--- src/rtl/sid_env_pkg.sv ---
// Shared types and tables for the multiplexed ADSR envelope generator.
// Contents:
//   env_state_t  - per-voice envelope phase (RELEASE=0, ATTACK=1, DECAY_SUS=2)
//   RATE_PERIOD  - rounds per rate step for each 4-bit rate code
//   EXP_THRESH / EXP_DIV - exponential decay/release divider table
//   exp_div()    - divisor lookup from the top 8 bits of the envelope
package sid_env_pkg;

    typedef enum logic [1:0] {
        StRelease  = 2'd0,
        StAttack   = 2'd1,
        StDecaySus = 2'd2
    } env_state_t;

    // Exponent counter width; holds 0..29.
    localparam int unsigned EXP_W = 5;

    localparam logic [15:0] RATE_PERIOD [16] = '{
        16'd9,    16'd32,   16'd63,   16'd95,   16'd149,  16'd220,  16'd267,   16'd313,
        16'd392,  16'd977,  16'd1954, 16'd3126, 16'd3907, 16'd11720, 16'd19532, 16'd31251
    };

    // Thresholds in descending order; EXP_DIV[5] applies below the last threshold.
    localparam logic [7:0]       EXP_THRESH [5] = '{8'h5D, 8'h36, 8'h1A, 8'h0E, 8'h06};
    localparam logic [EXP_W-1:0] EXP_DIV    [6] = '{5'd1, 5'd2, 5'd4, 5'd8, 5'd16, 5'd30};

    function automatic logic [EXP_W-1:0] exp_div(input logic [7:0] level);
        logic [EXP_W-1:0] div;
        div = EXP_DIV[5];
        // Walk from the lowest threshold up so the highest match wins.
        for (int i = 4; i >= 0; i--) begin
            if (level >= EXP_THRESH[i]) begin
                div = EXP_DIV[i];
            end
        end
        return div;
    endfunction

endpackage

--- src/rtl/adsr_env_step.sv ---
// Combinational next-state calculation for the one voice serviced in the current slot.
// Ports:
//   state, env, rate_cnt, exp_cnt   - stored state of the serviced voice
//   attack, decay, sustain, rel     - config nibbles of the serviced voice
//   gate_rise, gate_fall            - gate edge seen at this slot
//   state_nxt, env_nxt, rate_cnt_nxt, exp_cnt_nxt - values to write back
module adsr_env_step
    import sid_env_pkg::*;
#(
    parameter int unsigned ENV_W  = 8,
    parameter int unsigned RATE_W = 15
) (
    input  env_state_t        state,
    input  logic [ENV_W-1:0]  env,
    input  logic [RATE_W-1:0] rate_cnt,
    input  logic [EXP_W-1:0]  exp_cnt,
    input  logic [3:0]        attack,
    input  logic [3:0]        decay,
    input  logic [3:0]        sustain,
    input  logic [3:0]        rel,
    input  logic              gate_rise,
    input  logic              gate_fall,
    output env_state_t        state_nxt,
    output logic [ENV_W-1:0]  env_nxt,
    output logic [RATE_W-1:0] rate_cnt_nxt,
    output logic [EXP_W-1:0]  exp_cnt_nxt
);

    localparam logic [ENV_W-1:0] EnvMax = '1;

    logic [3:0]       rate_code;
    logic [31:0]      period_m1;
    logic             step;
    logic [11:0]      sus_rep;
    logic [ENV_W-1:0] sus_level;
    logic [ENV_W-1:0] floor_level;
    logic [EXP_W-1:0] div;

    // {s,s,s} truncated from the top gives {s,s} left-aligned with nibble-filled low bits.
    assign sus_rep     = {sustain, sustain, sustain};
    assign sus_level   = sus_rep[11 -: ENV_W];
    assign floor_level = (state == StDecaySus) ? sus_level : '0;
    assign div         = exp_div(env[ENV_W-1 -: 8]);

    always_comb begin
        case (state)
            StAttack:   rate_code = attack;
            StDecaySus: rate_code = decay;
            default:    rate_code = rel;
        endcase
    end

    // ">=" rather than "==" so a shortened period steps immediately instead of wrapping.
    assign period_m1 = 32'(RATE_PERIOD[rate_code]) - 32'd1;
    assign step      = 32'(rate_cnt) >= period_m1;

    always_comb begin
        state_nxt    = state;
        env_nxt      = env;
        rate_cnt_nxt = rate_cnt;
        exp_cnt_nxt  = exp_cnt;
        if (gate_rise) begin
            state_nxt    = StAttack;
            rate_cnt_nxt = '0;
            exp_cnt_nxt  = '0;
        end else if (gate_fall) begin
            state_nxt    = StRelease;
            rate_cnt_nxt = '0;
            exp_cnt_nxt  = '0;
        end else begin
            rate_cnt_nxt = step ? '0 : rate_cnt + RATE_W'(1);
            if (step) begin
                case (state)
                    StAttack: begin
                        if (env >= EnvMax - ENV_W'(1)) begin
                            env_nxt     = EnvMax;
                            state_nxt   = StDecaySus;
                            exp_cnt_nxt = '0;
                        end else begin
                            env_nxt = env + ENV_W'(1);
                        end
                    end
                    StDecaySus, StRelease: begin
                        // Only every div-th rate step decrements; holds at the floor.
                        if (env > floor_level) begin
                            if (exp_cnt + EXP_W'(1) >= div) begin
                                env_nxt     = env - ENV_W'(1);
                                exp_cnt_nxt = '0;
                            end else begin
                                exp_cnt_nxt = exp_cnt + EXP_W'(1);
                            end
                        end
                    end
                    default: ;
                endcase
            end
        end
    end

endmodule

--- src/rtl/adsr_env_mux.sv ---
// Time-multiplexed ADSR envelope generator: NUM_VOICES voices share one step datapath,
// one voice serviced per clock slot in round-robin order.
// Ports:
//   clk, rst_n        - clock, asynchronous active-low reset
//   ena               - global enable; low freezes slot counter and envelope state
//   cfg_we, cfg_voice, cfg_addr, cfg_data - config byte write (addr 0: {decay,attack},
//                       addr 1: {release,sustain}); accepted regardless of ena
//   gate              - per-voice gate levels
//   env_out           - packed envelope levels, voice 0 in LSBs
//   env_state         - packed 2-bit per-voice state
module adsr_env_mux
    import sid_env_pkg::*;
#(
    parameter int unsigned NUM_VOICES = 3,
    parameter int unsigned ENV_W      = 8,
    parameter int unsigned RATE_W     = 15,
    parameter int unsigned VOICE_W    = (NUM_VOICES > 1) ? $clog2(NUM_VOICES) : 1
) (
    input  logic                        clk,
    input  logic                        rst_n,
    input  logic                        ena,
    input  logic                        cfg_we,
    input  logic [VOICE_W-1:0]          cfg_voice,
    input  logic                        cfg_addr,
    input  logic [7:0]                  cfg_data,
    input  logic [NUM_VOICES-1:0]       gate,
    output logic [NUM_VOICES*ENV_W-1:0] env_out,
    output logic [NUM_VOICES*2-1:0]     env_state
);

    env_state_t            state_q   [NUM_VOICES];
    logic [ENV_W-1:0]      env_q     [NUM_VOICES];
    logic [RATE_W-1:0]     rate_q    [NUM_VOICES];
    logic [EXP_W-1:0]      exp_q     [NUM_VOICES];
    logic [7:0]            cfg_ad_q  [NUM_VOICES];
    logic [7:0]            cfg_rs_q  [NUM_VOICES];
    logic [NUM_VOICES-1:0] gate_seen_q;
    logic [VOICE_W-1:0]    slot_q;

    env_state_t        state_nxt;
    logic [ENV_W-1:0]  env_nxt;
    logic [RATE_W-1:0] rate_nxt;
    logic [EXP_W-1:0]  exp_nxt;
    logic              gate_cur;
    logic              seen_cur;
    logic              last_slot;

    assign gate_cur  = gate[slot_q];
    assign seen_cur  = gate_seen_q[slot_q];
    assign last_slot = (slot_q == VOICE_W'(NUM_VOICES - 1));

    adsr_env_step #(
        .ENV_W  (ENV_W),
        .RATE_W (RATE_W)
    ) u_step (
        .state        (state_q[slot_q]),
        .env          (env_q[slot_q]),
        .rate_cnt     (rate_q[slot_q]),
        .exp_cnt      (exp_q[slot_q]),
        .attack       (cfg_ad_q[slot_q][3:0]),
        .decay        (cfg_ad_q[slot_q][7:4]),
        .sustain      (cfg_rs_q[slot_q][3:0]),
        .rel          (cfg_rs_q[slot_q][7:4]),
        .gate_rise    (gate_cur & ~seen_cur),
        .gate_fall    (~gate_cur & seen_cur),
        .state_nxt    (state_nxt),
        .env_nxt      (env_nxt),
        .rate_cnt_nxt (rate_nxt),
        .exp_cnt_nxt  (exp_nxt)
    );

    always_ff @(posedge clk or negedge rst_n) begin
        if (!rst_n) begin
            slot_q      <= '0;
            gate_seen_q <= '0;
            for (int v = 0; v < NUM_VOICES; v++) begin
                state_q[v] <= StRelease;
                env_q[v]   <= '0;
                rate_q[v]  <= '0;
                exp_q[v]   <= '0;
            end
        end else if (ena) begin
            slot_q <= last_slot ? '0 : slot_q + VOICE_W'(1);
            for (int v = 0; v < NUM_VOICES; v++) begin
                if (slot_q == VOICE_W'(v)) begin
                    state_q[v]     <= state_nxt;
                    env_q[v]       <= env_nxt;
                    rate_q[v]      <= rate_nxt;
                    exp_q[v]       <= exp_nxt;
                    gate_seen_q[v] <= gate[v];
                end
            end
        end
    end

    // Out-of-range voice indices match no entry and are dropped.
    always_ff @(posedge clk or negedge rst_n) begin
        if (!rst_n) begin
            for (int v = 0; v < NUM_VOICES; v++) begin
                cfg_ad_q[v] <= '0;
                cfg_rs_q[v] <= '0;
            end
        end else if (cfg_we) begin
            for (int v = 0; v < NUM_VOICES; v++) begin
                if (cfg_voice == VOICE_W'(v)) begin
                    if (cfg_addr) begin
                        cfg_rs_q[v] <= cfg_data;
                    end else begin
                        cfg_ad_q[v] <= cfg_data;
                    end
                end
            end
        end
    end

    always_comb begin
        env_out   = '0;
        env_state = '0;
        for (int v = 0; v < NUM_VOICES; v++) begin
            env_out[v*ENV_W +: ENV_W] = env_q[v];
            env_state[v*2 +: 2]       = state_q[v];
        end
    end

endmodule
--- config.mk ---
export PLATFORM = sky130hd
export DESIGN_NAME = adsr_env_mux
export DESIGN_NICKNAME = d
export VERILOG_FILES = /design/src/rtl/sid_env_pkg.sv /design/src/rtl/adsr_env_step.sv /design/src/rtl/adsr_env_mux.sv
export SDC_FILE = /design/constraint.sdc
export NUM_CORES = 1
export LEC_CHECK = 0
export CAP_MARGIN = 0
export CORE_AREA = 5 5 149 137
export DETAILED_ROUTE_END_ITERATION = 7
export DIE_AREA = 0 0 154 142
export PLACE_DENSITY = 0.68
export SLEW_MARGIN = 20
export SYNTH_ARGS = -nofsm -noshare
export SYNTH_HDL_FRONTEND = slang
export SYNTH_SLANG_ARGS = --single-unit
--- constraint.sdc ---
create_clock -name clk -period 13.3 [get_ports clk]
set_clock_uncertainty 0.1 [all_clocks]
set_input_delay 1.33 -clock clk [delete_from_list [all_inputs] [get_ports clk]]
set_output_delay 1.33 -clock clk [all_outputs]
set_load 0.01 [all_outputs]
Word level (Yosys, flattened, before mapping)
Memories as Yosys holds them, arrays and structs flattened.
Index checks and enable logic that the tools add are counted.
- bits in registers: 143
- bits in latches: 0
- RAM bits: 0
- ROM bits: 256
- input port bits: 18
- output and inout bits: 30
- word-level logic and storage cells: 121
- memories: 1
- memories (name ; depth ; width ; rd ports ; clocked after memory_dff ; wr ports ; RTL line ; RTL):
    (no name shown) ; 16 ; 16 ; 1 ; 0 ; 0 ; adsr_env_step.sv:54 ; assign period_m1 = 32'(RATE_PERIOD[rate_code]) - 32'd1;
- add/sub/neg operators: 6
- multipliers: 0
- div/mod/pow operators: 0
- $lt $le $gt $ge: 12
- equal/unequal tests: 6
- shift operators: 0
- mux-type cells: 54
- bitwise operators: 7
- reduce and logical (&&, ||, !) cells: 13
- operator list (cell ; number):
    two-way mux 8 bit ; 13
    two-way mux 15 bit ; 5
    two-way mux 5 bit ; 12
    binary-select mux 8 bit (select 2 bit) ; 3
    >= comparator 15 x 32 -> 1 bit ; 1
    two-way mux 16 bit ; 2
    binary-select mux 15 bit (select 2 bit) ; 1
    AND reduction 3 bit ; 6
    subtractor 16 x 1 -> 17 bit, second input constant ; 1
    two-way mux 2 bit ; 8
    one-hot mux 8 bit (2 select lines) ; 1
    adder 15 x 1 -> 15 bit, second input constant ; 1
    binary-select mux 5 bit (select 2 bit) ; 1
    one-hot mux 5 bit (2 select lines) ; 1
    adder 8 x 1 -> 8 bit, second input constant ; 1
    >= comparator 8 x 3 -> 1 bit, second input constant ; 1
    >= comparator 8 x 4 -> 1 bit, second input constant ; 1
    >= comparator 8 x 5 -> 1 bit, second input constant ; 1
    >= comparator 8 x 6 -> 1 bit, second input constant ; 1
    >= comparator 8 x 7 -> 1 bit, second input constant ; 1
    >= comparator 8 bit, second input constant ; 1
    greater-than comparator 8 bit ; 1
    one-hot mux 4 bit (2 select lines) ; 1
    subtractor 8 x 1 -> 8 bit, second input constant ; 1
    19 further kinds ; 32

Longest topological paths before layout
Gate-level depths: netlist of the first run.
- word-level depth: 17
- mapped depth: 37
- mapped depth without buffers: 28

Hierarchy
From an unflattened synthesis of the first run, not the netlist that was laid out.
- cells, all modules: 865
- area, all modules: 9331.4 um^2
- by module, submodules not included (module ; instances ; cells each ; area each (um^2) ; seq. area each (um^2)):
    adsr_env_mux ; 1 ; 472 ; 6459.9 ; 3578.4
    adsr_env_step ; 1 ; 393 ; 2871.5 ; 0.0

Least setup slack after synthesis of the first run
No wires, ideal clock.
- kind: flip-flop to flip-flop
- start point: register slot_q[1]
- end point: register rate_q[38] in the netlist's numbering
- setup time: 0.077 ns
- arrival time: 6.887 ns
- data required time: 13.123 ns
- setup slack: 6.236 ns
- cell stages (with the launch flop): 34
- path buffers: 9
- clock period less this slack: 7.064 ns
- cell sequence: dfrtp_1 buf_6 buf_8 buf_6 buf_4 buf_4 buf_4 buf_2 mux2i_1 nor2_1 a21oi_1 inv_1 ha_1 inv_1 a221oi_2 nor2_1 ha_1 o21ai_1 a31oi_1 or3_1 nor4_2 and3b_1 a21oi_1 ha_1 a21oi_1 nor2b_1 a2111oi_0 o211ai_1 a21oi_1 a41o_1 buf_6 nand3_2 buf_2 o21ai_1
- cells in the longest elaborated chain, start to end: 15
- elaborated cells between the ends (all ways): 36
- classes of those cells: add/sub: 2; order compare: 1; eq/ne: 2; mux: 22; bitwise: 6; reduce/logical: 2; memory: 1
- RTL lines (element ; RTL line ; RTL):
    from (decl) ; adsr_env_mux.sv:38 ; logic [VOICE_W-1:0] slot_q;
    from (signal assigned) ; adsr_env_mux.sv:83 ; slot_q <= last_slot ? '0 : slot_q + VOICE_W'(1);
    NOT 2 -> 3 bit (not written as such) ; - ;
    binary-select mux 2 bit (select 2 bit) ; adsr_env_mux.sv:56 ; .state (state_q[slot_q]),
    two-way mux 2 bit (not written as such) (2 in series) ; adsr_env_mux.sv:56 ;
    equality test 2 bit / equality test 2 x 1 -> 1 bit (equally long branches) ; adsr_env_step.sv:46 ; case (state)
    one-hot mux 4 bit (2 select lines) ; adsr_env_step.sv:46 ;
    NOT 4 -> 5 bit (not written as such) ; adsr_env_step.sv:54 ;
    memory (16 x 16 bit) ; - ;
    two-way mux 16 bit (not written as such) (2 in series) ; adsr_env_step.sv:54 ;
    subtractor 16 x 1 -> 17 bit ; adsr_env_step.sv:54 ;
    >= comparator 15 x 32 -> 1 bit ; adsr_env_step.sv:55 ; assign step = 32'(rate_cnt) >= period_m1;
    two-way mux 15 bit ; adsr_env_step.sv:71 ; rate_cnt_nxt = step ? '0 : rate_cnt + RATE_W'(1);
    two-way mux 15 bit ; adsr_env_step.sv:66 ; end else if (gate_fall) begin
    two-way mux 15 bit ; adsr_env_step.sv:62 ; if (gate_rise) begin
    to (signal, indexed assignment) ; adsr_env_mux.sv:88 ; rate_q[v] <= rate_nxt;
    to (decl) ; adsr_env_mux.sv:33 ; logic [RATE_W-1:0] rate_q [NUM_VOICES];
Several ways; a longest one is shown, not always the timed one. The select of a mux whose other input is x is not followed.
A chain may end at the register's enable or synchronous reset.

Worst setup path after layout of the first run
- start point: register slot_q[1]
- end point: register rate_q[5] in the netlist's numbering
Same word-level chain as after synthesis.

==> results of run 1 <==
metrics by stage:
| step | cell area (um^2) | total power, W | worst slack (ns) |
|---|---|---|---|
| floorplan | 9150 | 0.00208 | 6.24 |
| global placement | 9760 | 0.00254 | 4.92 |
| detailed placement | 9770 | 0.00255 | 4.56 |
| CTS | 10400 | 0.00308 | 4.51 |
| global route | 10400 | 0.00334 | 3.67 |
| finish | 10400 | 0.00309 | 4.47 |
final timing paths:
kind                               endpoint        from
min in group asynchronous       cfg_ad_q[5]       rst_n
max in group asynchronous         slot_q[0]       rst_n
worst min register to register   rate_q[19]  rate_q[19]
worst min-delay path             rate_q[19]  rate_q[19]
worst max register to register    rate_q[5]   slot_q[1]
worst max-delay path              rate_q[5]   slot_q[1]
registers in the layout (all words and copies together), names as in the netlist:
name         cells
rate_q          45
cfg_ad_q        24
cfg_rs_q        24
env_out         24
exp_q           15
env_state        6
gate_seen_q      3
slot_q           2
logic make-up after synthesis:
logic type               Yosys count  share of synthesized area (%)
AND/OR/NAND/NOR                  317                           16.7
AO/OA/AOI/OAI                    250                           18.8
flip-flops                       143                           39.1
multiplexers                     102                           12.0
buffers and inverters             82                           4.14
adder cells (fa/ha/maj)           48                           6.56
XOR/XNOR                          28                           2.68
power by group through the flow:
| stage | clock network (W) | logic (W) | registers (W) |
|---|---|---|---|
| 2_1_floorplan | 0 | 0.00148 | 0.000599 |
| 3_3_place_gp | 0 | 0.00193 | 0.000607 |
| 3_5_place_dp | 0 | 0.00194 | 0.000609 |
| 4_1_cts | 0.000523 | 0.00195 | 0.000601 |
| 5_1_grt | 0.000541 | 0.00219 | 0.000615 |
| 6_report | 0.000514 | 0.00197 | 0.000602 |
layout by cell type, fill, tap and decap left out, types with 28 or more instances in the layout:
cell type and instances:
mux2_2 50, o21ai_0 74, mux2i_1 49, ha_1 48, nand2_1 111, nor2_1 69, a31oi_1 29, dfrtp_1 141
nand3_1 48, a21oi_1 28, clkdlybuf4s50_1 46
critical path: cells and delay by family, from the launching register on:
family,cells,cell delay (ns)
AOI/OAI and AO/OA,10,3.50
and+or+nand+nor,7,2.27
buffers and inverters,4,1.32
adders and majority gates,2,0.83
DFF,1,0.66
area by class of cell:
class / instances / area (um^2) / share of cell area (%)
inverters: 28 / 108 / 1.03
clock buffers: 18 / 429 / 4.12
multi-input cells: 745 / 5210 / 50.0
clock inverters: 14 / 201 / 1.93
flip-flops and latches: 143 / 3580 / 34.4
repair buffers: 60 / 573 / 5.50
well taps: 250 / 313 / 3.00
per-layer routing:
metal	up-vias	share of wire (%)	wire length (um)
met3	28	6.0	1410
li1	3593	-	-
met5	-	0	0
met4	0	1.4	335
met2	233	43	10100
met1	3594	50	11700
==> out/summary.txt, run 1 <==
Dpl hpwl = 16.3 mm
Core Area = 18700 um^2
Post-Syn Instances = 970
Row count = 48
Combinational Power Share = 63.9%
Final hold vios = 0
CTS Sinks = 143
Largest net degree at the start of global routing = 79
Critical Path Fanout Max = 44
Setup violators final = 0
Net switching power = 0.00150 W
Worst slew margin = 24.8%
Total Nets Final = 1061
Clock power frac = 16.6%
Routability congestion estimate = 0.946
Sw frac = 48.5%
Number of diodes = 0
Crit end category = flop
Post-CTS sizing = 0
Initial core utilization = 48.8%
Worst-margin pin slew = 1.13 ns
Met3 Usage GRT = 4.32%
Fin crit period = 8.83 ns
Hold path depth = 2
Postcts setup bufs = 0
CP dominant cell by count = a21oi_1
Chip height = 142 um
Status = finished, final reports clean
Hold_buf cts = 0
VDD IR-drop max = 0.142 mV
H-tree depth = 4
Clock latency on the worst-skew pair = 0.42 ns
Layout area overhead = 13.8%
CTS tree = done
I/O pin count = 48
Synth Cell Area = 9150 um^2
CP Cell Sequence = buf_4 > nor2b_4 > buf_4 > a21oi_1 > inv_1 > ha_1 > inv_1 > a221oi_2 > or2_1 > a31oi_1 > or3_1 > nor4_2 > and3b_1 > a21oi_1 > ha_1 > a21oi_1 > nor2b_1 > a2111oi_0 > o211ai_1 > a21oi_1 > a41o_1 > nand3_1 > o21ai_0
Post-synth EDFFs = 0
Share of power burned in registers = 19.5%
Top_reg_cell synth = dfrtp_1
1st-pass router iterations = 7
DR vias/cell = 5.92
Final Non-Filler Cells = 1258
Ranking of synthesized cells by area = dfrtp_1, ha_1, mux2_2
Reg2reg setup slack = 4.47 ns
Routed Antenna Nets = 0
Share of cells above drive strength 1 = 13.1%
Worst hold slack = 0.379 ns
CP Data Required Time = 13.53 ns
DRC viols = 0
Dpl cells = 1225
Arr. time, crit path = 9.06 ns
Max incr delay on CP = 0.69 ns
Number of synthesized register bits = 143
GR peak layer = met1
Clk buf depth = 2
Yosys top cell area share = 39.1%
Unique masters post-synth = 83
DIE WIDTH = 154 um
Met1 Usage GRT = 33.4%
Yosys warnings = 0
Global route overflow = 0
Via count = 7448
Async S/R FF share, synth = 100%
Total Routing Usage GR = 21.9%
Cell leakage power = 4.31 nW
Number of buffers added on ports = 47
Die area = 21900 um^2
Setup crit start kind = flop
Max Cap Viol = 0
RSZ-0062 raised after global routing = false
Max-slew violations = 0
Syn_area_per_cell = 9.44 um^2
Initial antenna violation count = 0
Worst hold path class = flop to flop
Worst reg2reg path depth = 23
Wirelength per Cell = 18.7 um
First-pass GRT wire length = 39.0 mm
Pint = 0.00159 W
Starting DRT DRC Count = 531
Vias in the first global route = 7268
Seq/Total Area, Yosys = 39.1%
Setup TNS = 0 ns
Max Clk Rate = 113 MHz
# fillers = 1713
Cell with the most instances after synthesis = dfrtp_1
Slowest cell on crit path = buf_4
Routed wire length = 23.5 mm
Reg clk slew, reported paths = 0.06 ns
Commonest cells in the netlist = dfrtp_1, nand2_1, o21ai_0, nor2_1, mux2_2
Pwr per Cell Area = 297 nW/um^2
Clk root buf = clkbuf_16
Post-route clock period utilization = 66.4%
Syn Nets = 1036
Inserted Clock Buffers = 17
Crit Path Category = flop to flop
Fin util = 55.6%
Met2 Track Usage GR = 32.1%
Area leader, netlist = dfrtp_1
Power figures use the tool's default switching activity.
==> inputs of run 2 (changes only) <==
==> constraint.sdc (replaced) <==
create_clock -name clk -period 8.55 [get_ports clk]
set_clock_uncertainty 0.1 [all_clocks]
set_input_delay 0.855 -clock clk [delete_from_list [all_inputs] [get_ports clk]]
set_output_delay 0.855 -clock clk [all_outputs]
set_load 0.01 [all_outputs]
==> run 2 against run 1 <==
  * Register-to-register slack got worse by 3.5 ns
  * Clock power up 48%
  * Non-clock buffer count rose by 4
  * Power up 56%
  * Die area unchanged
  * Wire length increased by 4.1%
  * Final cell count up 0.32%
  * First-iteration DRC count down 4.3%
  * Cell area shrank 0.11%
  * Critical endpoint is now rate_q[0]
  * Largest power group unchanged
  * Highest routed layer unchanged
==> out/summary.txt, run 2 (same netlist as run 1, synthesis figures left out) <==
Hold path depth = 2
Final hold vios = 0
Wirelength per Cell = 19.4 um
Hold Path Sink = gate_seen_q[2]
Combinational Power Share = 64.9%
Worst hold slack = 0.373 ns
DR vias/cell = 5.94
Crit end category = flop
H-tree depth = 4
Layout area overhead = 13.7%
Routed Antenna Nets = 0
Status = finished, final reports clean
CP dominant cell by count = a21oi_1
Clock latency on the worst-skew pair = 0.43 ns
Inserted Clock Buffers = 17
Critical Path Fanout Max = 21
DIE WIDTH = 154 um
Worst-margin pin slew = 1.16 ns
DRC viols = 0
FF-to-FF End = rate_q[0]
Starting DRT DRC Count = 508
Total Nets Final = 1065
Vias in the first global route = 7206
Max Clk Rate = 131 MHz
Slowest cell on crit path = dfrtp_2
Initial antenna violation count = 0
Post-CTS sizing = 0
Largest net degree at the start of global routing = 98
1st-pass router iterations = 5
Chip height = 142 um
Die area = 21900 um^2
Commonest cells after routing, fill and taps aside = dfrtp_1, nand2_1, o21ai_0, nor2_1, mux2_2
Commonest non-fill, non-tap cell in the layout = dfrtp_1
Max Cap Viol = 0
Top reg by flops = rate_q
Setup crit start kind = flop
RR Startpoint = slot_q[1]
Setup violators final = 0
Sw frac = 49.6%
VDD IR-drop max = 0.247 mV
Worst hold path class = flop to flop
Worst slew margin = 22.8%
Total Routing Usage GR = 22.4%
Final Non-Filler Cells = 1262
Pwr per Cell Area = 464 nW/um^2
Worst Hold Launch = gate_seen_q[2]
Max reg flops = 45
Dpl hpwl = 16.7 mm
Post-route clock period utilization = 89.0%
CTS tree = done
Global route overflow = 0
Fin crit period = 7.61 ns
RSZ-0062 raised after global routing = false
CP Data Required Time = 8.78 ns
Arr. time, crit path = 7.84 ns
Hold_buf cts = 0
Routed wire length = 24.5 mm
Initial core utilization = 48.8%
CP Cell Sequence = mux2i_1 > nor2_1 > a21oi_1 > inv_1 > ha_1 > inv_1 > a221oi_2 > or2_1 > a31oi_1 > or3_1 > nor4_2 > and3b_1 > a21oi_1 > ha_1 > a21oi_1 > nor2b_1 > a2111oi_0 > o211ai_1 > a21oi_1 > a41o_1 > buf_4 > nand3_1 > o21ai_0
Clk buf depth = 2
Cell leakage power = 4.31 nW
Crit Path Category = flop to flop
Via count = 7495
Max-slew violations = 0
Clk root buf = clkbuf_16
Fin worst setup slack = 0.938 ns
Reg clk slew, reported paths = 0.07 ns
Dpl cells = 1229
CTS Sinks = 143
Clock power frac = 15.8%
Worst reg2reg path depth = 23
Pint = 0.00243 W
Setup TNS = 0 ns
Number of buffers added on ports = 47
Core Area = 18700 um^2
Reg2reg setup slack = 0.94 ns
Net switching power = 0.00239 W
Routability congestion estimate = 0.942
Row count = 48
Share of power burned in registers = 19.3%
Number of diodes = 0
I/O pin count = 48
First-pass GRT wire length = 39.6 mm
Share of cells above drive strength 1 = 13.4%
Max incr delay on CP = 0.53 ns
Fin util = 55.5%
Place WS = 1.04 ns
Postcts setup bufs = 0
## run 2: cell count changes in the layout (fill, tap and decap cells not counted)
cell | previous run | this run
buf_4 | 12 | 16
bufinv_16 | 4 | 2
clkbuf_1 | 1 | 0
clkbuf_8 | 0 | 1
clkinv_2 | 1 | 2
clkinv_4 | 2 | 0
clkinvlp_4 | 2 | 4
inv_8 | 0 | 1
nand3_1 | 48 | 47
nand3_2 | 1 | 2
nor3_1 | 12 | 14
nor3_2 | 2 | 0
## run 2: cell type report
| class | instances | area (um^2) |
|---|---|---|
| clock buffer | 18 | 439 |
| clock inverter | 14 | 155 |
| fill | 1724 | 8340 |
| inverter | 28 | 108 |
| multi-input combinational | 745 | 5200 |
| sequential | 143 | 3580 |
| tap | 250 | 313 |
| timing repair buffer | 64 | 603 |
## run 2: per-layer routing
layer,vias up,global-route usage (%),share of wire [%]
li1,3593,-,-
met1,3637,32.7,48
met2,239,34.4,44
met3,26,3.89,5.7
met4,0,6.41,1.6
met5,-,0,0
## run 2: metrics by stage
step | cell area [um^2] | power, W
after floorplan | 9150 | 0.00323
after detailed placement | 9790 | 0.00401
after CTS | 10400 | 0.00479
final | 10400 | 0.00482
after global placement | 9790 | 0.00401
after global routing | 10400 | 0.00519
## run 2: how the worst max path moves through the flow
stage | slack, ns | cells after the start | start | to
2_1_floorplan | 1.49 | 33 | slot_q[1] | rate_q[38]
3_3_place_gp | 1.23 | 27 | slot_q[1] | rate_q[0]
3_5_place_dp | 1.04 | 27 | slot_q[1] | rate_q[0]
4_1_cts | 1.04 | 27 | slot_q[1] | rate_q[0]
5_1_grt | 0.33 | 23 | slot_q[1] | rate_q[1]
6_report | 0.94 | 23 | slot_q[1] | rate_q[0]
## run 2: power by group through the flow
| stage | combinational [W] | clock (W) | sequential (W) |
|---|---|---|---|
| floorplan | 0.00230 | 0 | 0.000933 |
| global placement | 0.00307 | 0 | 0.000937 |
| detailed placement | 0.00307 | 0 | 0.000941 |
| CTS | 0.00309 | 0.000770 | 0.000931 |
| global route | 0.00344 | 0.000802 | 0.000951 |
| finish | 0.00313 | 0.000761 | 0.000932 |
## run 2: critical path, delay by kind of cell, from the launching register on
family          cells  cell delay [ns]
compound gates     10             3.04
fa+ha+maj           2             0.84
buf+inv             3             0.58
flops               1             0.53
mux                 1             0.22
simple gates        7             2.18
